$ cat config.mk
export PLATFORM = sky130hd
export DESIGN_NAME = simplediv
export DESIGN_NICKNAME = d
export VERILOG_FILES = /design/src/rtl/simplediv.sv
export SDC_FILE = /design/constraint.sdc
export NUM_CORES = 1
export LEC_CHECK = 0
export BUFFER_PORTS_ARGS = -buffer_cell sky130_fd_sc_hd__buf_2
export CAP_MARGIN = 20
export CORE_MARGIN = 5
export CORE_UTILIZATION = 30
export DETAILED_ROUTE_END_ITERATION = 12
export SYNTH_ARGS = -nofsm -noshare
export SYNTH_HDL_FRONTEND = slang
export SYNTH_SLANG_ARGS = --single-unit
$ cat constraint.sdc
create_clock -name clock -period 5 [get_ports clock]
set_input_delay 0.75 -clock clock [delete_from_list [all_inputs] [get_ports clock]]
set_output_delay 0.75 -clock clock [all_outputs]
set_load 0.05 [all_outputs]
$ cat src/rtl/simplediv.sv
// simplediv -- sequential unsigned restoring divider.
//
// Recovers quotient and remainder such that
// dividend = quotient*divisor + remainder.
// One quotient bit is produced per clock, MSB first, with a start/busy/done
// handshake. A division takes 17 CALC cycles followed by one DONE cycle.
//
// Ports:
//   clock      system clock, rising-edge
//   reset_n    synchronous reset, active-low
//   start      request a division (sampled only in IDLE)
//   dividend   DW-bit unsigned dividend, sampled with start
//   divisor    VW-bit unsigned divisor, sampled with start
//   busy       high while the division is iterating (CALC)
//   done       one-cycle pulse when quotient/remainder are updated
//   quotient   DW-bit result, held until the next completion
//   remainder  VW-bit result, held until the next completion
//   div_zero   divide-by-zero flag (only with SIMPLEDIV_DIVZERO_EN)
//
// Optional feature macro: SIMPLEDIV_DIVZERO_EN
//   When defined, a zero divisor bypasses CALC and completes in one cycle
//   with quotient all-ones, remainder = dividend[VW-1:0] and div_zero set.
//   When undefined, a zero divisor runs the normal iterations, which yield
//   the same quotient/remainder values.

module simplediv #(
  parameter int unsigned DW = 17,
  parameter int unsigned VW = 8
) (
  input  logic          clock,
  input  logic          reset_n,
  input  logic          start,
  input  logic [DW-1:0] dividend,
  input  logic [VW-1:0] divisor,
  output logic          busy,
  output logic          done,
  output logic [DW-1:0] quotient,
  output logic [VW-1:0] remainder
`ifdef SIMPLEDIV_DIVZERO_EN
  ,
  output logic          div_zero
`endif
);

  localparam int unsigned CW = $clog2(DW + 1);

  typedef enum logic [1:0] {
    IDLE,
    CALC,
    DONE
  } state_t;

  state_t        state;
  logic [DW-1:0] sreg;   // dividend bits shift out the top, quotient bits in the bottom
  logic [VW-1:0] vreg;   // latched divisor
  logic [VW-1:0] p;      // partial remainder
  logic [CW-1:0] cnt;    // completed iterations

  logic [VW:0]   t;
  logic [VW:0]   vx;
  logic [VW:0]   diff;
  logic [VW+1:0] c;
  logic          ge;
  logic [VW-1:0] p_next;
  logic [DW-1:0] q_next;

  // Trial subtract T - divisor as T + ~divisor + 1 through a ripple of full
  // adders; the final carry-out is set exactly when T >= divisor.
  always_comb begin
    t    = {p, sreg[DW-1]};
    vx   = {1'b0, vreg};
    c    = '0;
    c[0] = 1'b1;
    diff = '0;
    for (int unsigned i = 0; i <= VW; i++) begin
      diff[i]  = t[i] ^ ~vx[i] ^ c[i];
      c[i+1]   = (t[i] & ~vx[i]) | (c[i] & (t[i] ^ ~vx[i]));
    end
    ge     = c[VW+1];
    p_next = ge ? diff[VW-1:0] : t[VW-1:0];
    q_next = {sreg[DW-2:0], ge};
  end

  always_ff @(posedge clock) begin
    if (!reset_n) begin
      state     <= IDLE;
      sreg      <= '0;
      vreg      <= '0;
      p         <= '0;
      cnt       <= '0;
      busy      <= 1'b0;
      done      <= 1'b0;
      quotient  <= '0;
      remainder <= '0;
`ifdef SIMPLEDIV_DIVZERO_EN
      div_zero  <= 1'b0;
`endif
    end else begin
      case (state)
        IDLE: begin
          done <= 1'b0;
          if (start) begin
`ifdef SIMPLEDIV_DIVZERO_EN
            if (divisor == '0) begin
              state     <= DONE;
              done      <= 1'b1;
              quotient  <= '1;
              remainder <= dividend[VW-1:0];
              div_zero  <= 1'b1;
            end else begin
              state <= CALC;
              busy  <= 1'b1;
              sreg  <= dividend;
              vreg  <= divisor;
              p     <= '0;
              cnt   <= '0;
            end
`else
            state <= CALC;
            busy  <= 1'b1;
            sreg  <= dividend;
            vreg  <= divisor;
            p     <= '0;
            cnt   <= '0;
`endif
          end
        end

        CALC: begin
          p    <= p_next;
          sreg <= q_next;
          cnt  <= cnt + 1'b1;
          if (cnt == CW'(DW - 1)) begin
            state     <= DONE;
            busy      <= 1'b0;
            done      <= 1'b1;
            quotient  <= q_next;
            remainder <= p_next;
`ifdef SIMPLEDIV_DIVZERO_EN
            div_zero  <= 1'b0;
`endif
          end
        end

        DONE: begin
          state <= IDLE;
          done  <= 1'b0;
        end

        default: begin
          state <= IDLE;
          busy  <= 1'b0;
          done  <= 1'b0;
        end
      endcase
    end
  end

endmodule

* Word-level counts from Yosys, hierarchy flattened *
Cells that the tools add are included.

storage, ports and cells
  register bits after elaboration = 67
  output and inout bits = 27
  input port bits = 28
  logic and storage cells = 87

cells by class
  muxes and demuxes = 13
  equal/unequal tests = 5
  bitwise logic cells = 51
  add/subtract/negate cells = 1
  reductions and logical operators = 8

operators by type and width
  operator               number
  $pmux W17 S2           1
  $mux W17               1
  $and A1 B1 Y1          16
  $mux W8                2
  $pmux W8 S2            1
  $xor A1 B1 Y1          15
  $not A1 Y1             11
  $pmux W5 S2            1
  $reduce_and A2 Y1      5
  $or A1 B1 Y1           9
  $add A5 B1 Y5 const B  1
  $eq A5 B5 Y1 const B   1
  $mux W5                1
  $mux W2                2
  $ne A2 B2 Y1 const B   2
  $pmux W2 S2            1
  $pmux W1 S3            1
  $reduce_and A3 Y1      1
  $eq A2 B1 Y1 const B   1
  $eq A2 B2 Y1 const B   1
  $logic_not A2 Y1       1
  $mux W1                2
  $reduce_bool A2 Y1     1

* Depth between registers and ports, before layout *
Gate-level depths: netlist (run 1).

  depth after elaboration = 21
  mapped depth = 15
  gate-level depth less buffers = 14

* Worst setup path before layout (run 1) *
Ideal clock, no wire load.

  path type = reg-to-reg
  from = register sreg[16]
  to = register p[0]
  path buffers = 1
  data arrival time = 3.627 ns
  required time = 4.883 ns
  library setup time = 0.117 ns
  clock period less this slack = 3.745 ns
  setup slack = 1.255 ns
  cell stages (with the launch flop) = 16
  cells stage by stage = dfxtp_1 > inv_1 > ha_1 > inv_1 > fa_1 > fa_1 > fa_1 > fa_1 > fa_1 > fa_1 > inv_1 > fa_1 > nand2b_1 > buf_2 > mux2i_1 > a32o_1

on the way
  cells in the longest elaborated chain, start to end = 20
  elaborated cells on any way between the ends = 22
  those cells by class = mux (2); bitwise (20)

RTL lines
  item                                            line    source
  start, declared                                 54      logic [DW-1:0] sreg;
  start signal, assigned                          121     sreg <= dividend;
  start signal, assigned                          131     sreg <= q_next;
  $and A1 B1 Y1 or $xor A1 B1 Y1 (tied branches)  77, 76
  $or A1 B1 Y1                                    77      c[i+1] = (t[i] & ~vx[i]) | (c[i] & (t[i] ^ ~vx[i]));
  $and A1 B1 Y1                                   77
  $or A1 B1 Y1                                    77
  $and A1 B1 Y1                                   77
  $or A1 B1 Y1                                    77
  $and A1 B1 Y1                                   77
  $or A1 B1 Y1                                    77
  [4 not listed]                                  n/a
  $and A1 B1 Y1                                   77
  $or A1 B1 Y1                                    77
  $and A1 B1 Y1                                   77
  $or A1 B1 Y1                                    77
  $and A1 B1 Y1                                   77
  $or A1 B1 Y1                                    77
  $mux W8 (*)                                     80      p_next = ge ? diff[VW-1:0] : t[VW-1:0];
  $pmux W8 S2 (*)                                 99      case (state)
  end signal, assigned                            130     p <= p_next;
  end, declared                                   56      logic [VW-1:0] p;

Mark *: on every way between the ends. The rest lies on a longest branch, timed or not.
A chain may end at the register's enable or synchronous reset.

* Worst setup path in the final report (run 1) *
Ends and elaborated chain as after synthesis.

==> flow_summary.json, run 1 <==
{
  "outcome": "completed",
  "dp_cells": 478,
  "drt_first_pass_iters": 4,
  "power.density_nw_per_um2": 343,
  "gp_congestion": 0.781,
  "slew_headroom_pct": 31.8,
  "post_cts_buffers": 0,
  "critPathLaunchType": "flip-flop",
  "drt-total-wl_um": 6950,
  "layout-drive-gt1-share_pct": 24.2,
  "grt_antenna_before_repair": 0,
  "syn-instance-count": 315,
  "p_int_w": 0.000872,
  "finalClockSkew_ps": 5.46,
  "fin_nets": 397,
  "hold_viol": 0,
  "ctsResizeCount": 0,
  "placed_cell_area_sq_um": 3240,
  "max_freq_mhz": 247,
  "cellLeakagePower_nw": 1.38,
  "cap_violations": 0,
  "h-tree-depth": 3,
  "avgSynthCellArea_sq_um": 9.29,
  "core_area_sq_um": 9640,
  "clkTransAtPathRegs_ps": 70,
  "die_area_sq_um": 11800,
  "tns_ps": 0,
  "p_clk_share_pct": 36.9,
  "drcViolationCount": 0,
  "ys_seq_area_share_pct": 45.9,
  "cts_hold_buf": 0,
  "yosysUniqueCellTypes": 37,
  "hpwl_um": 4720,
  "min_period_ps": 4050,
  "p_sw_share_pct": 27.1,
  "grt_max_degree": 37,
  "initial_core_util_pct": 30.3,
  "die_y_um": 109,
  "yosys_warnings": 0,
  "maxSlewViolCount": 0,
  "numCtsBuffers": 9,
  "seq_power_share_pct": 48.6,
  "multi_input_area_sq_um": 1390,
  "row_count": 36,
  "synth_area_sq_um": 2930,
  "vias": 2393,
  "fill_cells": 1025,
  "worstPathArrival_ps": 4290,
  "dieWidth_um": 109,
  "crit_fanout": 9,
  "crit_required_ps": 5240,
  "ant_nets": 0,
  "synth-seq-cells": 67,
  "p_comb_share_pct": 14.5,
  "worst_setup_path_end_kind": "flip-flop",
  "fin_area_sq_um": 3490,
  "cts_root_buf": "clkbuf_8",
  "layout_commonest_cell": "dfxtp_1",
  "cts_sinks": 67,
  "cts_tree": "built",
  "fin_cells": 497,
  "worstSetupPathType": "reg -> reg",
  "p_sw_w": 0.000324,
  "io_buffers": 54,
  "grt-ovfl-total": 0,
  "via_per_inst": 4.81,
  "clock_latency_ps": 340,
  "setup_viol": 0,
  "power_w": 0.00120,
  "grt_pass1_wl_um": 11400,
  "hold_path_class": "reg -> reg",
  "ir_worst_vdd_mv": 0.177,
  "grt_pass1_vias": 2326,
  "ff_latch_area_sq_um": 1340,
  "dr.first_iter.drc_count": 94,
  "tightest_slew_ps": 1020,
  "ios": 55,
  "syn_nets": 353,
  "wl_per_cell_um": 14.0,
  "final_cell_mix": "67 x dfxtp_1, 54 x buf_2, 38 x nor2_1",
  "grt_usage_pct": 12.4,
  "area_growth_pct": 19.2,
  "num_antenna_cells": 0,
  "grt_setup_unrepaired": "no",
  "rrSetupSlack_ps": 950,
  "cts_buffer_depth": 2,
  "fin_crit_sh_pct": 81.1
}
layer usage:
layer	wire length (um)	global-route usage [%]
met1	3260	15.7
met2	3300	20.4
met3	329	4.44
met4	55	2.71
met5	0	0
through the flow:
step / setup slack (ps) / hold WS [ps] / util, %
after CTS: 912 / 461 / 35.6
after global placement: 1020 / 445 / 33.6
after floorplan: 1260 / 436 / -
final: 947 / 456 / 36.2
after detailed placement: 923 / 452 / 33.6
after global routing: 742 / 488 / 36.2
registers in the layout, summed over array words and instances, names as in the netlist:
register	count
vreg	8
p	8
busy	1
quotient	17
cnt	5
done	1
remainder	8
sreg	17
state	2
power groups by stage:
stage	sequential, W	clock (W)	combinational, W
global route	0.000585	0.000479	0.000199
global placement	0.000593	0	0.000165
CTS	0.000581	0.000454	0.000170
floorplan	0.000589	0	0.000135
finish	0.000582	0.000441	0.000173
detailed placement	0.000593	0	0.000169
cells in the mapped netlist:
| library cell | number | area share (%) |
|---|---|---|
| and2_1 | 1 | 0.21 |
| a32o_1 | 3 | 1.0 |
| o22ai_1 | 1 | 0.21 |
| nand4bb_1 | 1 | 0.38 |
| a311oi_1 | 1 | 0.30 |
| nand4_1 | 2 | 0.43 |
| nand3b_1 | 1 | 0.26 |
| ha_1 | 3 | 1.3 |
| buf_4 | 1 | 0.26 |
| clkbuf_1 | 8 | 1.0 |
| o221ai_2 | 10 | 5.1 |
| a21oi_1 | 30 | 5.1 |
| o21ba_2 | 1 | 0.34 |
| nor2b_1 | 2 | 0.43 |
| buf_6 | 3 | 1.2 |
| o211ai_1 | 7 | 1.8 |
| mux2i_1 | 10 | 3.4 |
| a211oi_1 | 1 | 0.26 |
| a41o_1 | 1 | 0.34 |
| nor3b_2 | 1 | 0.43 |
| buf_2 | 13 | 2.2 |
| o31ai_1 | 1 | 0.26 |
| o2bb2ai_1 | 6 | 1.8 |
| o32a_1 | 1 | 0.34 |
| o21ai_0 | 23 | 3.9 |
| fa_1 | 7 | 4.8 |
| o221ai_1 | 6 | 1.8 |
| nand2b_1 | 5 | 1.1 |
| nor2_2 | 1 | 0.21 |
| or3b_1 | 1 | 0.30 |
| inv_1 | 16 | 2.1 |
| nand3_1 | 19 | 3.3 |
| and4bb_2 | 1 | 0.43 |
| o22a_1 | 1 | 0.30 |
| nor2_1 | 38 | 4.9 |
| dfxtp_1 | 67 | 46 |
| nand2_1 | 21 | 2.7 |
cell families (layout without fill, tap and decap cells):
| logic type | after synthesis | after routing | synth area share, % |
|---|---|---|---|
| mux | 10 | 10 | 3.42 |
| compound gates | 93 | 93 | 23.0 |
| simple gates | 94 | 94 | 15.0 |
| fa+ha+maj | 10 | 10 | 6.07 |
| flops | 67 | 67 | 45.9 |
| buf+inv | 41 | 90 | 6.72 |
path summary, 6_finish.rpt:
path / startpoint / end / depth (start not counted)
max: sreg[16] / p[0] / 14
min: vreg[6] / vreg[6] / 2
max reg2reg: sreg[16] / p[0] / 14
min reg2reg: vreg[6] / vreg[6] / 2
worst max-delay path, cell delays in order (launching register included):
cell and delay [ps]:
dfxtp_1 310, inv_1 70, ha_1 150, inv_1 50, fa_1 390, fa_1 390
fa_1 390, fa_1 380, fa_1 390, fa_1 360, inv_1 70, fa_1 200
nand2b_1 290, mux2i_1 220, a32o_1 280
area by class of cell:
| type | count | area share (%) |
|---|---|---|
| inverters | 16 | 1.72 |
| clock buffers | 11 | 4.05 |
| repair buffers | 58 | 9.62 |
| clock inverters | 5 | 1.51 |
| multi-input cells | 207 | 39.9 |
| well taps | 133 | 4.77 |
| flip-flops and latches | 67 | 38.5 |
No activity file was read; power rests on OpenSTA's default activity.
==> inputs of run 2 (changes only) <==
clock period = 3.4 ns   (was 5 ns; I/O delays follow)
==> run 2 against run 1 <==
The flow now finishes with violations (negative setup slack). Sequential cell count is the same. Cell count up 1.2%. Via count grew 1.2%. Worst setup slack lost 1100 ps. Critical endpoint is now remainder[6]. Largest cell class unchanged.
==> flow_summary.json, run 2 (synthesis gave the netlist of run 1 again) <==
{
  "hpwl_um": 5050,
  "grtUsageMet1_pct": 16.3,
  "holdPathEnd": "vreg[1]",
  "grt_pass1_wl_um": 11900,
  "busiest_layer": "met2",
  "fin_nets": 403,
  "cellLeakagePower_nw": 1.42,
  "finalWorstSetupSlack_ps": -168,
  "drt_first_pass_iters": 4,
  "crit_required_ps": 3610,
  "grt_pass1_vias": 2384,
  "fin_crit_sh_pct": 105,
  "core_area_sq_um": 9640,
  "row_count": 36,
  "final_cell_mix": "66 x dfxtp_1, 54 x buf_2, 37 x nor2_1",
  "vias": 2421,
  "min_path_cells": 3,
  "max_freq_mhz": 280,
  "die_area_sq_um": 11800,
  "io_buffers": 54,
  "dp_slack_ps": -172,
  "grt_antenna_before_repair": 0,
  "ios": 55,
  "grt_max_degree": 30,
  "grt_setup_unrepaired": "yes",
  "crit_fanout": 8,
  "ir_worst_vdd_mv": 0.281,
  "fin_util_pct": 38.0,
  "die_y_um": 109,
  "grt_usage_pct": 12.9,
  "cts_sinks": 67,
  "grt-ovfl-total": 0,
  "slew_headroom_pct": 42.0,
  "cap_violations": 0,
  "fin_area_sq_um": 3660,
  "cts_tree": "built",
  "via_per_inst": 4.81,
  "initial_core_util_pct": 30.3,
  "critPathLaunchType": "flip-flop",
  "layout_commonest_cell": "dfxtp_1",
  "tightest_slew_ps": 870,
  "cts_root_buf": "clkbuf_8",
  "worstSetupPathType": "reg -> reg",
  "dr.first_iter.drc_count": 116,
  "drcViolationCount": 0,
  "ant_nets": 0,
  "hold_path_class": "in -> reg",
  "clkTransAtPathRegs_ps": 70,
  "placed_cell_area_sq_um": 3330,
  "dieWidth_um": 109,
  "ff2ff_path_depth": 15,
  "finalClockSkew_ps": 8.43,
  "top_regs": "quotient (17), sreg (17)",
  "cts_hold_buf": 0,
  "reg2reg_to": "remainder[6]",
  "layout-drive-gt1-share_pct": 31.9,
  "setup_viol": 18,
  "maxSlewViolCount": 0,
  "violations": "negative setup slack",
  "gp_congestion": 0.793,
  "hold_start": "divisor[1]",
  "grtUsageMet3_pct": 3.91,
  "clock_latency_ps": 340,
  "hold_viol": 0,
  "worst_setup_path_end_kind": "flip-flop",
  "power.density_nw_per_um2": 532,
  "drt-total-wl_um": 7350,
  "rrSetupSlack_ps": -170,
  "dp_cells": 485,
  "area_growth_pct": 25.3,
  "worstSetupStartpoint": "sreg[16]",
  "fin_cells": 503,
  "whs_ps": 406,
  "h-tree-depth": 3,
  "cts_buffer_depth": 2,
  "outcome": "complete, but fails checks",
  "worstPathArrival_ps": 3780,
  "min_period_ps": 3570,
  "num_antenna_cells": 0,
  "numCtsBuffers": 9,
  "use_met2_pct": 21.3,
  "timing.rr.start": "sreg[16]",
  "wl_per_cell_um": 14.6
}
## run 2: cell types whose count changed in the layout (fill, tap and decap cells not counted), moves of 2 or more
cell      change
buf_4         +6
buf_8         -2
clkinv_2      -2
fa_1          -7
fa_2          +7
inv_1         -3
inv_2         +3
mux2i_1       -5
mux2i_2       +4
o21ai_0       -5
o21ai_1       +5
## run 2: area by class of cell
type                            count  area (sq um)
Multi-Input combinational cell    207          1490
Clock buffer                       10           138
Fill cell                        1001          5970
Sequential cell                    67          1340
Tap cell                          133           166
Timing Repair Buffer               64           382
Inverter                           16          60.1
Clock inverter                      6          88.8
## run 2: report_power, final
part | internal, W | switching [W]
Combinational | 0.000167 | 0.000185
Clock | 0.000432 | 0.000307
Sequential | 0.000822 | 0.0000352
Total | 0.00142 | 0.000527
## run 2: how the worst max path moves through the flow
| stage | slack, ps | cells after the start | to |
|---|---|---|---|
| 2_1_floorplan | -60 | 15 | p[0] |
| 3_3_place_gp | -120 | 15 | remainder[4] |
| 3_5_place_dp | -170 | 15 | remainder[4] |
| 4_1_cts | -140 | 14 | sreg[0] |
| 5_1_grt | -310 | 15 | remainder[6] |
| 6_report | -170 | 15 | remainder[6] |
## run 2: per-stage QoR
stage | TNS [ps] | total power (W)
global route | -4750 | 0.00205
CTS | -1830 | 0.00193
floorplan | -96.9 | 0.00108
finish | -2190 | 0.00195
detailed placement | -2240 | 0.00117
global placement | -1550 | 0.00116
## run 2: what timing repair did
item | 4_1_cts | 5_1_grt
pin swaps | 3 | 5
endpoints found under the setup margin | 18 | 18
resized for setup | 10 | 9
setup buffers | 0 | 1
## run 2: critical path: stages, from the launching register on
cell and delay [ps]:
dfxtp_2 330, inv_2 70, ha_4 130, inv_2 30, fa_2 330, fa_2 340
fa_2 340, fa_2 340, fa_2 350, fa_2 340, inv_2 60, fa_2 250
nand2b_4 80, buf_12 150, mux2i_2 200, o21ai_0 100
## run 2: layer usage
metal	routed length [um]	part of all wire, %	up-vias
met4	140	1.9	0
met2	3580	49	67
li1	-	-	1213
met1	3150	43	1128
met5	0	0	-
met3	478	6.5	13
